**src/rtl/qtps_issue_arbiter.sv**
```systemverilog
// ---------------------------------------------------------------------------
// qtps_issue_arbiter
//
// Issue controller in front of the single-issue QTPS core. Up to NREQ
// instruction sources are arbitrated round-robin, and accepted words are
// buffered in a DEPTH-entry FIFO. The FIFO head is popped into a registered
// core_instr each cycle, or NOP_WORD is driven when nothing is issued. An
// illegal-instruction flag from the core on a real issue puts the controller
// into HALT. HALT captures the faulting word and its source, and lasts until
// halt_clr.
//
// Optional feature macro: QTPS_ISSUE_PERF_EN adds saturating performance
// counters (perf_issued, perf_stall, perf_illegal). They are cleared by
// flush.
//
// Parameters:
//   NREQ      number of requesters (2..4)
//   DEPTH     issue FIFO depth (power of two, >= 2)
//   NOP_WORD  word driven to the core when nothing is issued
//
// Ports:
//   clk, rst_n     clock, asynchronous active-low reset
//   req_valid      per-requester instruction valid
//   req_instr      per-requester word, requester i at [32i+31:32i]
//   req_ready      per-requester accept (one-hot or zero)
//   core_instr     registered instruction into the core
//   core_status    core status word
//   core_illegal   core illegal flag for the current core_instr
//   issued_valid   core_instr carries a real instruction this cycle
//   issued_src     source index of the current core_instr
//   status_q       last core_status seen for a legal issued instruction
//   halted         controller is in HALT
//   err_src        source of the last faulting instruction
//   err_instr      last faulting instruction word
//   halt_clr       single-cycle pulse that leaves HALT
//   flush          discard the FIFO contents
//   fifo_count     FIFO occupancy, 0..DEPTH
//   perf_*         (QTPS_ISSUE_PERF_EN only) saturating event counters
// ---------------------------------------------------------------------------
module qtps_issue_arbiter #(
   parameter int          NREQ     = 2,
   parameter int          DEPTH    = 4,
   parameter logic [31:0] NOP_WORD = 32'h0000_0000
) (
   input  logic                    clk,
   input  logic                    rst_n,
   input  logic [NREQ-1:0]         req_valid,
   input  logic [NREQ*32-1:0]      req_instr,
   output logic [NREQ-1:0]         req_ready,
   output logic [31:0]             core_instr,
   input  logic [31:0]             core_status,
   input  logic                    core_illegal,
   output logic                    issued_valid,
   output logic [$clog2(NREQ)-1:0] issued_src,
   output logic [31:0]             status_q,
   output logic                    halted,
   output logic [$clog2(NREQ)-1:0] err_src,
   output logic [31:0]             err_instr,
   input  logic                    halt_clr,
   input  logic                    flush,
   output logic [$clog2(DEPTH):0]  fifo_count
`ifdef QTPS_ISSUE_PERF_EN
   ,
   output logic [31:0]             perf_issued,
   output logic [31:0]             perf_stall,
   output logic [15:0]             perf_illegal
`endif
);

   localparam int SRC_W = $clog2(NREQ);
   localparam int PTR_W = $clog2(DEPTH);
   localparam int CNT_W = PTR_W + 1;
   localparam int ENT_W = SRC_W + 32;

   localparam logic [CNT_W-1:0] DEPTH_C = CNT_W'(DEPTH);
   localparam logic [SRC_W:0]   NREQ_C  = (SRC_W + 1)'(NREQ);
   localparam logic [SRC_W:0]   SRC_ONE = (SRC_W + 1)'(1);
   localparam logic [PTR_W-1:0] PTR_ONE = PTR_W'(1);
   localparam logic [CNT_W-1:0] CNT_ONE = CNT_W'(1);

   typedef enum logic {
      ST_RUN  = 1'b0,
      ST_HALT = 1'b1
   } state_t;

   // Control state
   state_t               state_q, state_d;
   logic [PTR_W-1:0]     wr_ptr_q, wr_ptr_d;
   logic [PTR_W-1:0]     rd_ptr_q, rd_ptr_d;
   logic [CNT_W-1:0]     count_q, count_d;
   logic [SRC_W-1:0]     rr_q, rr_d;

   // Issue stage registers
   logic [31:0]          core_instr_q, core_instr_d;
   logic                 issued_valid_q, issued_valid_d;
   logic [SRC_W-1:0]     issued_src_q, issued_src_d;
   logic [31:0]          status_d;
   logic [SRC_W-1:0]     err_src_q, err_src_d;
   logic [31:0]          err_instr_q, err_instr_d;

   // FIFO storage: {source, instruction}, data only, no reset
   logic [ENT_W-1:0]     fifo_mem_q [DEPTH];
   logic [ENT_W-1:0]     head_ent;
   logic [SRC_W-1:0]     head_src;
   logic [31:0]          head_instr;

   // Handshake / arbitration
   logic                 running;
   logic                 illegal_hit;
   logic                 pop;
   logic                 room;
   logic                 grant_ok;
   logic                 grant_found;
   logic [SRC_W-1:0]     grant_idx;
   logic [SRC_W:0]       cand;
   logic [SRC_W:0]       rr_nxt;
   logic                 push;
   logic [31:0]          push_instr;

   assign running     = (state_q == ST_RUN);
   assign illegal_hit = issued_valid_q && core_illegal;

   assign head_ent   = fifo_mem_q[rd_ptr_q];
   assign head_src   = head_ent[ENT_W-1:32];
   assign head_instr = head_ent[31:0];

   // A faulting issue blocks the pop on its own edge, so the faulting word is
   // the last one the core sees before HALT.
   assign pop = running && (count_q != '0) && !flush && !illegal_hit;

   // A full FIFO still takes a word when the head leaves on the same edge.
   // This sustains one instruction per cycle.
   assign room = (count_q != DEPTH_C) || pop;

   // rst_n gating keeps req_ready low for the whole time reset is asserted.
   assign grant_ok = rst_n && running && !flush && room;

   // Round-robin search: the first valid requester at or after rr_q, wrapping.
   always_comb begin
      grant_found = 1'b0;
      grant_idx   = '0;
      cand        = '0;
      for (int k = 0; k < NREQ; k++) begin
         cand = {1'b0, rr_q} + (SRC_W + 1)'(k);
         if (cand >= NREQ_C) begin
            cand = cand - NREQ_C;
         end
         if (!grant_found && req_valid[cand[SRC_W-1:0]]) begin
            grant_found = 1'b1;
            grant_idx   = cand[SRC_W-1:0];
         end
      end
   end

   assign push       = grant_found && grant_ok;
   assign push_instr = req_instr[grant_idx*32 +: 32];

   always_comb begin
      req_ready = '0;
      if (push) begin
         req_ready[grant_idx] = 1'b1;
      end
   end

   always_comb begin
      rr_nxt = {1'b0, grant_idx} + SRC_ONE;
      if (rr_nxt >= NREQ_C) begin
         rr_nxt = '0;
      end
      rr_d = push ? rr_nxt[SRC_W-1:0] : rr_q;
   end

   // Next-state and issue logic
   always_comb begin
      state_d        = state_q;
      wr_ptr_d       = wr_ptr_q;
      rd_ptr_d       = rd_ptr_q;
      count_d        = count_q;
      core_instr_d   = NOP_WORD;
      issued_valid_d = 1'b0;
      issued_src_d   = issued_src_q;
      status_d       = status_q;
      err_src_d      = err_src_q;
      err_instr_d    = err_instr_q;

      // FIFO bookkeeping; flush wins over push and pop
      if (flush) begin
         wr_ptr_d = '0;
         rd_ptr_d = '0;
         count_d  = '0;
      end else begin
         if (push) begin
            wr_ptr_d = wr_ptr_q + PTR_ONE;
         end
         if (pop) begin
            rd_ptr_d = rd_ptr_q + PTR_ONE;
         end
         case ({push, pop})
            2'b10:   count_d = count_q + CNT_ONE;
            2'b01:   count_d = count_q - CNT_ONE;
            default: count_d = count_q;
         endcase
      end

      if (pop) begin
         core_instr_d   = head_instr;
         issued_valid_d = 1'b1;
         issued_src_d   = head_src;
      end

      // The instruction currently at the core completes even under flush.
      if (issued_valid_q && !core_illegal) begin
         status_d = core_status;
      end

      case (state_q)
         ST_RUN: begin
            if (illegal_hit) begin
               state_d     = ST_HALT;
               err_src_d   = issued_src_q;
               err_instr_d = core_instr_q;
            end
         end
         ST_HALT: begin
            if (halt_clr) begin
               state_d = ST_RUN;
            end
         end
         default: state_d = ST_RUN;
      endcase
   end

   always_ff @(posedge clk or negedge rst_n) begin
      if (!rst_n) begin
         state_q        <= ST_RUN;
         wr_ptr_q       <= '0;
         rd_ptr_q       <= '0;
         count_q        <= '0;
         rr_q           <= '0;
         core_instr_q   <= NOP_WORD;
         issued_valid_q <= 1'b0;
         issued_src_q   <= '0;
         status_q       <= '0;
         err_src_q      <= '0;
         err_instr_q    <= '0;
      end else begin
         state_q        <= state_d;
         wr_ptr_q       <= wr_ptr_d;
         rd_ptr_q       <= rd_ptr_d;
         count_q        <= count_d;
         rr_q           <= rr_d;
         core_instr_q   <= core_instr_d;
         issued_valid_q <= issued_valid_d;
         issued_src_q   <= issued_src_d;
         status_q       <= status_d;
         err_src_q      <= err_src_d;
         err_instr_q    <= err_instr_d;
      end
   end

   always_ff @(posedge clk) begin
      if (push) begin
         fifo_mem_q[wr_ptr_q] <= {grant_idx, push_instr};
      end
   end

   assign core_instr   = core_instr_q;
   assign issued_valid = issued_valid_q;
   assign issued_src   = issued_src_q;
   assign halted       = (state_q == ST_HALT);
   assign err_src      = err_src_q;
   assign err_instr    = err_instr_q;
   assign fifo_count   = count_q;

`ifdef QTPS_ISSUE_PERF_EN
   logic [31:0] perf_issued_q, perf_issued_d;
   logic [31:0] perf_stall_q, perf_stall_d;
   logic [15:0] perf_illegal_q, perf_illegal_d;

   // Saturating counters; flush clears them and takes priority over counting.
   always_comb begin
      perf_issued_d  = perf_issued_q;
      perf_stall_d   = perf_stall_q;
      perf_illegal_d = perf_illegal_q;
      if (flush) begin
         perf_issued_d  = '0;
         perf_stall_d   = '0;
         perf_illegal_d = '0;
      end else begin
         if (issued_valid_q && !core_illegal && (perf_issued_q != '1)) begin
            perf_issued_d = perf_issued_q + 32'd1;
         end
         if ((|req_valid) && !push && (perf_stall_q != '1)) begin
            perf_stall_d = perf_stall_q + 32'd1;
         end
         if (illegal_hit && (perf_illegal_q != '1)) begin
            perf_illegal_d = perf_illegal_q + 16'd1;
         end
      end
   end

   always_ff @(posedge clk or negedge rst_n) begin
      if (!rst_n) begin
         perf_issued_q  <= '0;
         perf_stall_q   <= '0;
         perf_illegal_q <= '0;
      end else begin
         perf_issued_q  <= perf_issued_d;
         perf_stall_q   <= perf_stall_d;
         perf_illegal_q <= perf_illegal_d;
      end
   end

   assign perf_issued  = perf_issued_q;
   assign perf_stall   = perf_stall_q;
   assign perf_illegal = perf_illegal_q;
`endif

endmodule
```
**config.mk**
```make
export PLATFORM = sky130hd
export DESIGN_NAME = qtps_issue_arbiter
export DESIGN_NICKNAME = d
export VERILOG_FILES = /design/src/rtl/qtps_issue_arbiter.sv
export SDC_FILE = /design/constraint.sdc
export NUM_CORES = 1
export LEC_CHECK = 0
export ABC_AREA = 1
export ABC_CLOCK_PERIOD_IN_PS = 2550
export CAP_MARGIN = 40
export CORE_ASPECT_RATIO = 1.5
export CORE_MARGIN = 8
export CORE_UTILIZATION = 46
export DETAILED_ROUTE_END_ITERATION = 8
export MAX_ROUTING_LAYER = met4
export PLACE_DENSITY = 0.82
export SLEW_MARGIN = 20
export SYNTH_ARGS = -nofsm -noshare
export SYNTH_HDL_FRONTEND = slang
export SYNTH_SLANG_ARGS = --single-unit
```
**constraint.sdc**
```tcl
create_clock -name clk -period 2.55 [get_ports clk]
set_input_delay 0.3825 -clock clk [delete_from_list [all_inputs] [get_ports clk]]
set_output_delay 0.3825 -clock clk [all_outputs]
set_load 0.02 [all_outputs]
```
==> impl_metrics.env, run 1 <==
export IMPL_htreeDepth=1
export IMPL_p_leak_nw=5.116
export IMPL_vias=6190
export IMPL_rsz0062_at_grt="false"
export IMPL_root_buffer="clkbuf_16"
export IMPL_synth_area_top_cells="edfxtp_1, dfrtp_1, mux2_2, nor2_1, nand2_1"
export IMPL_die_w_um=132.5
export IMPL_vias_per_cell=4.976
export IMPL_worstSetupEndpointType="output port"
export IMPL_critPathLaunchType="input pin"
export IMPL_netlist_area_sq_um=9365
export IMPL_cts_buffers=22
export IMPL_layout_setup_ws_ps=261.8
export IMPL_criticalPathCategory="input pin to output port"
export IMPL_wire_per_inst_um=17.34
export IMPL_synth_top_area_cell="edfxtp_1"
export IMPL_clk_latency_ps=500
export IMPL_synth_top_area_share_pct=42.32
export IMPL_hp_class="input pin to asynchronous set/reset pin"
export IMPL_synthToLayoutAreaGrowth_pct=33.97
export IMPL_cts_tree="done"
export IMPL_start_util_pct=46.41
export IMPL_grt_pass1_vias=6421
export IMPL_clk_pin_slew_worst_paths_ps=70
export IMPL_grt_max_degree=68
export IMPL_drtAntennaViolNets=0
export IMPL_antenna_found_initial=0
export IMPL_placementRows=64
export IMPL_critPathLaunch="rst_n"
export IMPL_synth_avg_cell_area_sq_um=12.57
export IMPL_yosys_warnings=0
export IMPL_total_power_mw=12.12
export IMPL_antenna_cells=0
export IMPL_dp_hpwl_um=15090
export IMPL_worst_pin_slew_ps=710.9
export IMPL_required_ps=2170
export IMPL_gp_congestion=0.7809
export IMPL_route_detailed_drc=0
export IMPL_max_freq_mhz=437.0
export IMPL_drive_gt1_share_pct=14.08
export IMPL_slew_headroom_pct=52.60
export IMPL_drt_pass1_iterations=4
export IMPL_post_cts_setup_buffers=0
export IMPL_fin_worst_skew_ps=6.742
export IMPL_wl_um=21570
export IMPL_period_minus_slack_ps=2288
export IMPL_status="finished clean"
export IMPL_peakVddDrop_mv=0.4683
export IMPL_first_iter_violations=479
export IMPL_r2r_start="halted"
export IMPL_layout_worst_path_cycle_share_pct=89.73
export IMPL_setup_viol=0
export IMPL_ys_seq_area_share_pct=71.18
export IMPL_final_nets=1072
export IMPL_hold_viol_final=0
export IMPL_power_density_nw_per_um2=966.2
export IMPL_die_area_sq_um=25280
export IMPL_synth_cells=745
export IMPL_synth_fp_nets=853
export IMPL_slew_violations=0
export IMPL_io_pins=208
export IMPL_rr_worst_depth=13
export IMPL_grt_pass1_wl_um=34400
export IMPL_io_buffers=207
export IMPL_final_common_cell="clkdlybuf4s50_1"
export IMPL_ys_ff_latch=240
export IMPL_die_h_um=190.8
export IMPL_clock_path_buffers=3
export IMPL_place_ws_ps=140.2
export IMPL_drv_cap=0
export IMPL_core_area_sq_um=20180
export IMPL_path_max_fanout=7
export IMPL_arrival_ps=1910
export IMPL_synthDistinctLibCells=30
export IMPL_track_usage_pct=17.39
export IMPL_reg2reg_slack_ps=540
export IMPL_grt_overflow_total=0
export IMPL_cts_sinks=240
export IMPL_layout_common_cells="clkdlybuf4s50_1, nor2_1, edfxtp_1"
export IMPL_reg2reg_to="fifo_count[2]"
-- flip-flops by register name, summed over array words and instances, names as in the netlist --
register,count
core_instr,32
err_instr,32
err_src,1
fifo_count,3
fifo_mem_q,132
halted,1
issued_src,1
issued_valid,1
rd_ptr_q,2
rr_q,1
status_q,32
wr_ptr_q,2
-- routing by layer --
metal  vias to the layer above  global-route usage [%]  share of wire, %
li1                       2983                       -                 -
met1                      2932                   20.22                38
met2                       244                   30.05                53
met3                        31                   3.296               7.0
met4                         0                   5.261               2.2
met5                         -                       -                 0
-- power by group --
part / internal [mW] / total (mW) / switching [mW]
sequential: 4.80 / 5.12 / 0.322
clock: 1.86 / 3.20 / 1.34
combinational: 1.68 / 3.80 / 2.12
-- stage by stage --
stage	util (%)	cell area [sq um]	hold slack, ps	TNS, ps	cells
4_1_cts	61.98	12510	135.8	0	1242
3_3_place_gp	58.48	11800	469.9	0	1202
5_1_grt	62.18	12550	385.3	0	1244
3_5_place_dp	58.48	11800	484.4	0	1202
2_1_floorplan	-	9365	86.91	-34450	745
6_report	62.18	12550	384.2	0	1244
-- what timing repair did --
item | CTS | global route
endpoints found under the hold margin | 0 | 5
resized for setup | 0 | 1
hold buffers | 0 | 1
endpoints found under the setup margin | 0 | 1
-- cells by family (layout without fill, tap and decap cells) --
kind of cell             after synthesis  count (layout)  synth area share (%)
buffers and inverters                 56             291                 2.792
AND/OR/NAND/NOR                      270             270                 11.49
AO/OA/AOI/OAI                        109             109                 5.999
XOR/XNOR                               1               1               0.09354
flip-flops                           240             240                 71.18
multiplexers                          64              64                 7.695
adder cells (fa/ha/maj)                5               5                0.7482
-- layout make-up --
class	instances	area [sq um]
Fill cell	1550	7632
Multi-Input combinational cell	449	2467
Clock buffer	29	598.1
Clock inverter	11	107.6
Timing Repair Buffer	232	2305
Sequential cell	240	6668
Tap cell	264	330.3
Inverter	19	71.32
-- worst max-delay path, cell delays in order --
cell and delay, ps:
dlygate4sd3_1 530, buf_4 130, nand2_1 90, nor2_4 130, nand2_4 90, buf_4 200
nor2_1 170, buf_4 170
-- worst max path at each step --
| stage | to | slack, ps | depth (start not counted) |
|---|---|---|---|
| after floorplan | fifo_mem_q[0][0] | -260 | 5 |
| after global placement | req_ready[1] | 190 | 7 |
| after detailed placement | req_ready[1] | 140 | 7 |
| after CTS | req_ready[1] | 20 | 6 |
| after global routing | req_ready[0] | 190 | 6 |
| final | req_ready[0] | 260 | 8 |
-- synth_stat cells --
cell type    n
nand2_1    115
clkinv_1     2
nor2_4       2
inv_2        1
edfxtp_1   132
a21oi_2      1
buf_1        4
buf_4        2
o21ai_1      2
dfrtp_1    108
a21oi_4      1
xnor2_1      1
nor2_1     137
nand3_1      8
mux2_2      63
inv_1       16
buf_6        3
mux2_1       1
nor2_2       1
a21oi_1     34
clkbuf_2     2
ha_1         4
nand3_2      2
nand2_4      2
buf_2       15
nand2_2      3
o22ai_1      1
o21ai_0     70
fa_1         1
clkbuf_1    11
(Power assumes the default switching activity.)
==> run 2: changes to the inputs <==
- HOLD_SLACK_MARGIN: unset -> 0.15
==> run 2 against run 1 <==
  * Clock skew increased by 0.84 ps
  * Fmax is essentially flat
  * Register-to-register slack hardly changed
  * Global-route usage barely moved
  * Power barely moved
  * Combinational power is essentially flat
  * Via count rose by 0.18%
  * Non-clock buffer count unchanged
  * Cell count did not move
  * Sequential power about the same
  * Hold slack worse by 1.0 ps
  * Sequential share of layout area is the same
  * Critical endpoint unchanged
  * Largest power group unchanged
==> impl_metrics.env, run 2 (synthesis gave the netlist of run 1 again) <==
export IMPL_track_usage_pct=17.40
export IMPL_slowest_delay_ps=530
export IMPL_cts_tree="done"
export IMPL_first_iter_violations=496
export IMPL_final_common_cell="clkdlybuf4s50_1"
export IMPL_top_register="fifo_mem_q"
export IMPL_grt_pass1_vias=6446
export IMPL_dp_hpwl_um=15090
export IMPL_synthToLayoutAreaGrowth_pct=33.97
export IMPL_stdcell_count=1244
export IMPL_io_pins=208
export IMPL_rsz0062_at_grt="false"
export IMPL_vias=6201
export IMPL_finalSetupTns_ps=0
export IMPL_fin_util_pct=62.18
export IMPL_drv_cap=0
export IMPL_die_area_sq_um=25280
export IMPL_drive_gt1_share_pct=14.08
export IMPL_hp_class="input pin to asynchronous set/reset pin"
export IMPL_largest_register_ffs=132
export IMPL_criticalPathCategory="input pin to output port"
export IMPL_period_minus_slack_ps=2290
export IMPL_critical_path_cell_chain="dlygate4sd3_1 > buf_4 > nand2_1 > nor2_4 > nand2_4 > buf_4 > nor2_1 > buf_4"
export IMPL_final_nets=1072
export IMPL_start_util_pct=46.41
export IMPL_drt_pass1_iterations=4
export IMPL_setup_viol=0
export IMPL_n_fill_cell=1550
export IMPL_slew_violations=0
export IMPL_wire_per_inst_um=17.37
export IMPL_clk_pin_slew_worst_paths_ps=70
export IMPL_route_detailed_drc=0
export IMPL_path_max_fanout=7
export IMPL_layout_worst_path_cycle_share_pct=89.79
export IMPL_post_cts_setup_buffers=0
export IMPL_slew_headroom_pct=53.28
export IMPL_die_h_um=190.8
export IMPL_layout_common_cells="clkdlybuf4s50_1, nor2_1, edfxtp_1"
export IMPL_timing_hold_ws_ps=383.3
export IMPL_required_ps=2170
export IMPL_htreeDepth=1
export IMPL_grt_pass1_wl_um=34420
export IMPL_core_area_sq_um=20180
export IMPL_antenna_cells=0
export IMPL_status="finished clean"
export IMPL_wl_um=21610
export IMPL_power_density_nw_per_um2=966.1
export IMPL_vias_per_cell=4.985
export IMPL_drtAntennaViolNets=0
export IMPL_cts_sinks=240
export IMPL_critPathSlowestCell="dlygate4sd3_1"
export IMPL_cts_buffers=22
export IMPL_clk_latency_ps=490
export IMPL_antenna_found_initial=0
export IMPL_placementRows=64
export IMPL_gp_congestion=0.7809
export IMPL_grt_max_degree=68
export IMPL_clock_path_buffers=3
export IMPL_critPathLaunchType="input pin"
export IMPL_worst_pin_slew_ps=700.8
export IMPL_peakVddDrop_mv=0.4693
export IMPL_root_buffer="clkbuf_16"
export IMPL_dpl_cell_count=1202
export IMPL_die_w_um=132.5
export IMPL_fin_worst_skew_ps=7.584
export IMPL_io_buffers=207
export IMPL_worstSetupEndpointType="output port"
export IMPL_hold_viol_final=0
export IMPL_p_leak_nw=5.116
export IMPL_max_freq_mhz=436.8
export IMPL_grt_overflow_total=0
export IMPL_arrival_ps=1910
export IMPL_crit_top_cell="buf_4"
run 2: per-stage QoR:
| step | setup WS [ps] | power [mW] | cell area [sq um] |
|---|---|---|---|
| 6_report | 260.4 | 12.12 | 12550 |
| 4_1_cts | 5.298 | 12.23 | 12520 |
| 2_1_floorplan | -261.0 | 7.269 | 9365 |
| 3_3_place_gp | 189.0 | 8.914 | 11800 |
| 5_1_grt | 194.8 | 12.75 | 12550 |
| 3_5_place_dp | 140.2 | 9.041 | 11800 |
run 2: repair_timing:
item	CTS	global route
hold buffers	1	0
endpoints found under the hold margin	24	0
gates resized for setup	0	1
endpoints found under the setup margin	0	1
run 2: path summary, 6_finish.rpt:
kind	startpoint	endpoint	slack (ps)	depth (start not counted)
hold reg to reg	err_instr[27]	err_instr[27]	490	1
setup reg to reg	halted	fifo_count[2]	540	13
min in group clk	halt_clr	halted	450	2
setup / recovery	rst_n	req_ready[0]	260	8
hold / removal	rst_n	err_instr[11]	380	3
max in group asynchronous	rst_n	rd_ptr_q[0]	980	5
run 2: power by group:
part           switching (mW)  internal, mW  leakage (nW)
clock network            1.34          1.86         0.336
logic                    2.12          1.68          2.15
registers               0.322          4.80          2.63
run 2: cell type report:
class / count / area [sq um] / area share (%)
Tap cell: 264 / 330.3 / 2.633
Sequential cell: 240 / 6668 / 53.14
Timing Repair Buffer: 232 / 2305 / 18.37
Multi-Input combinational cell: 449 / 2467 / 19.67
Inverter: 19 / 71.32 / 0.5684
Clock inverter: 11 / 107.6 / 0.8576
Clock buffer: 29 / 598.1 / 4.767
run 2: worst max-delay path: cells and delay by family:
kind	cells	cell delay (ps)
simple gates	4	480
buf+inv	4	1040
run 2: layer usage:
layer	global-route usage (%)	up-vias	wire, um
li1	-	2979	-
met1	20.16	2951	8340
met2	30.11	240	11360
met3	3.296	31	1439
met4	5.305	0	469
met5	-	-	0
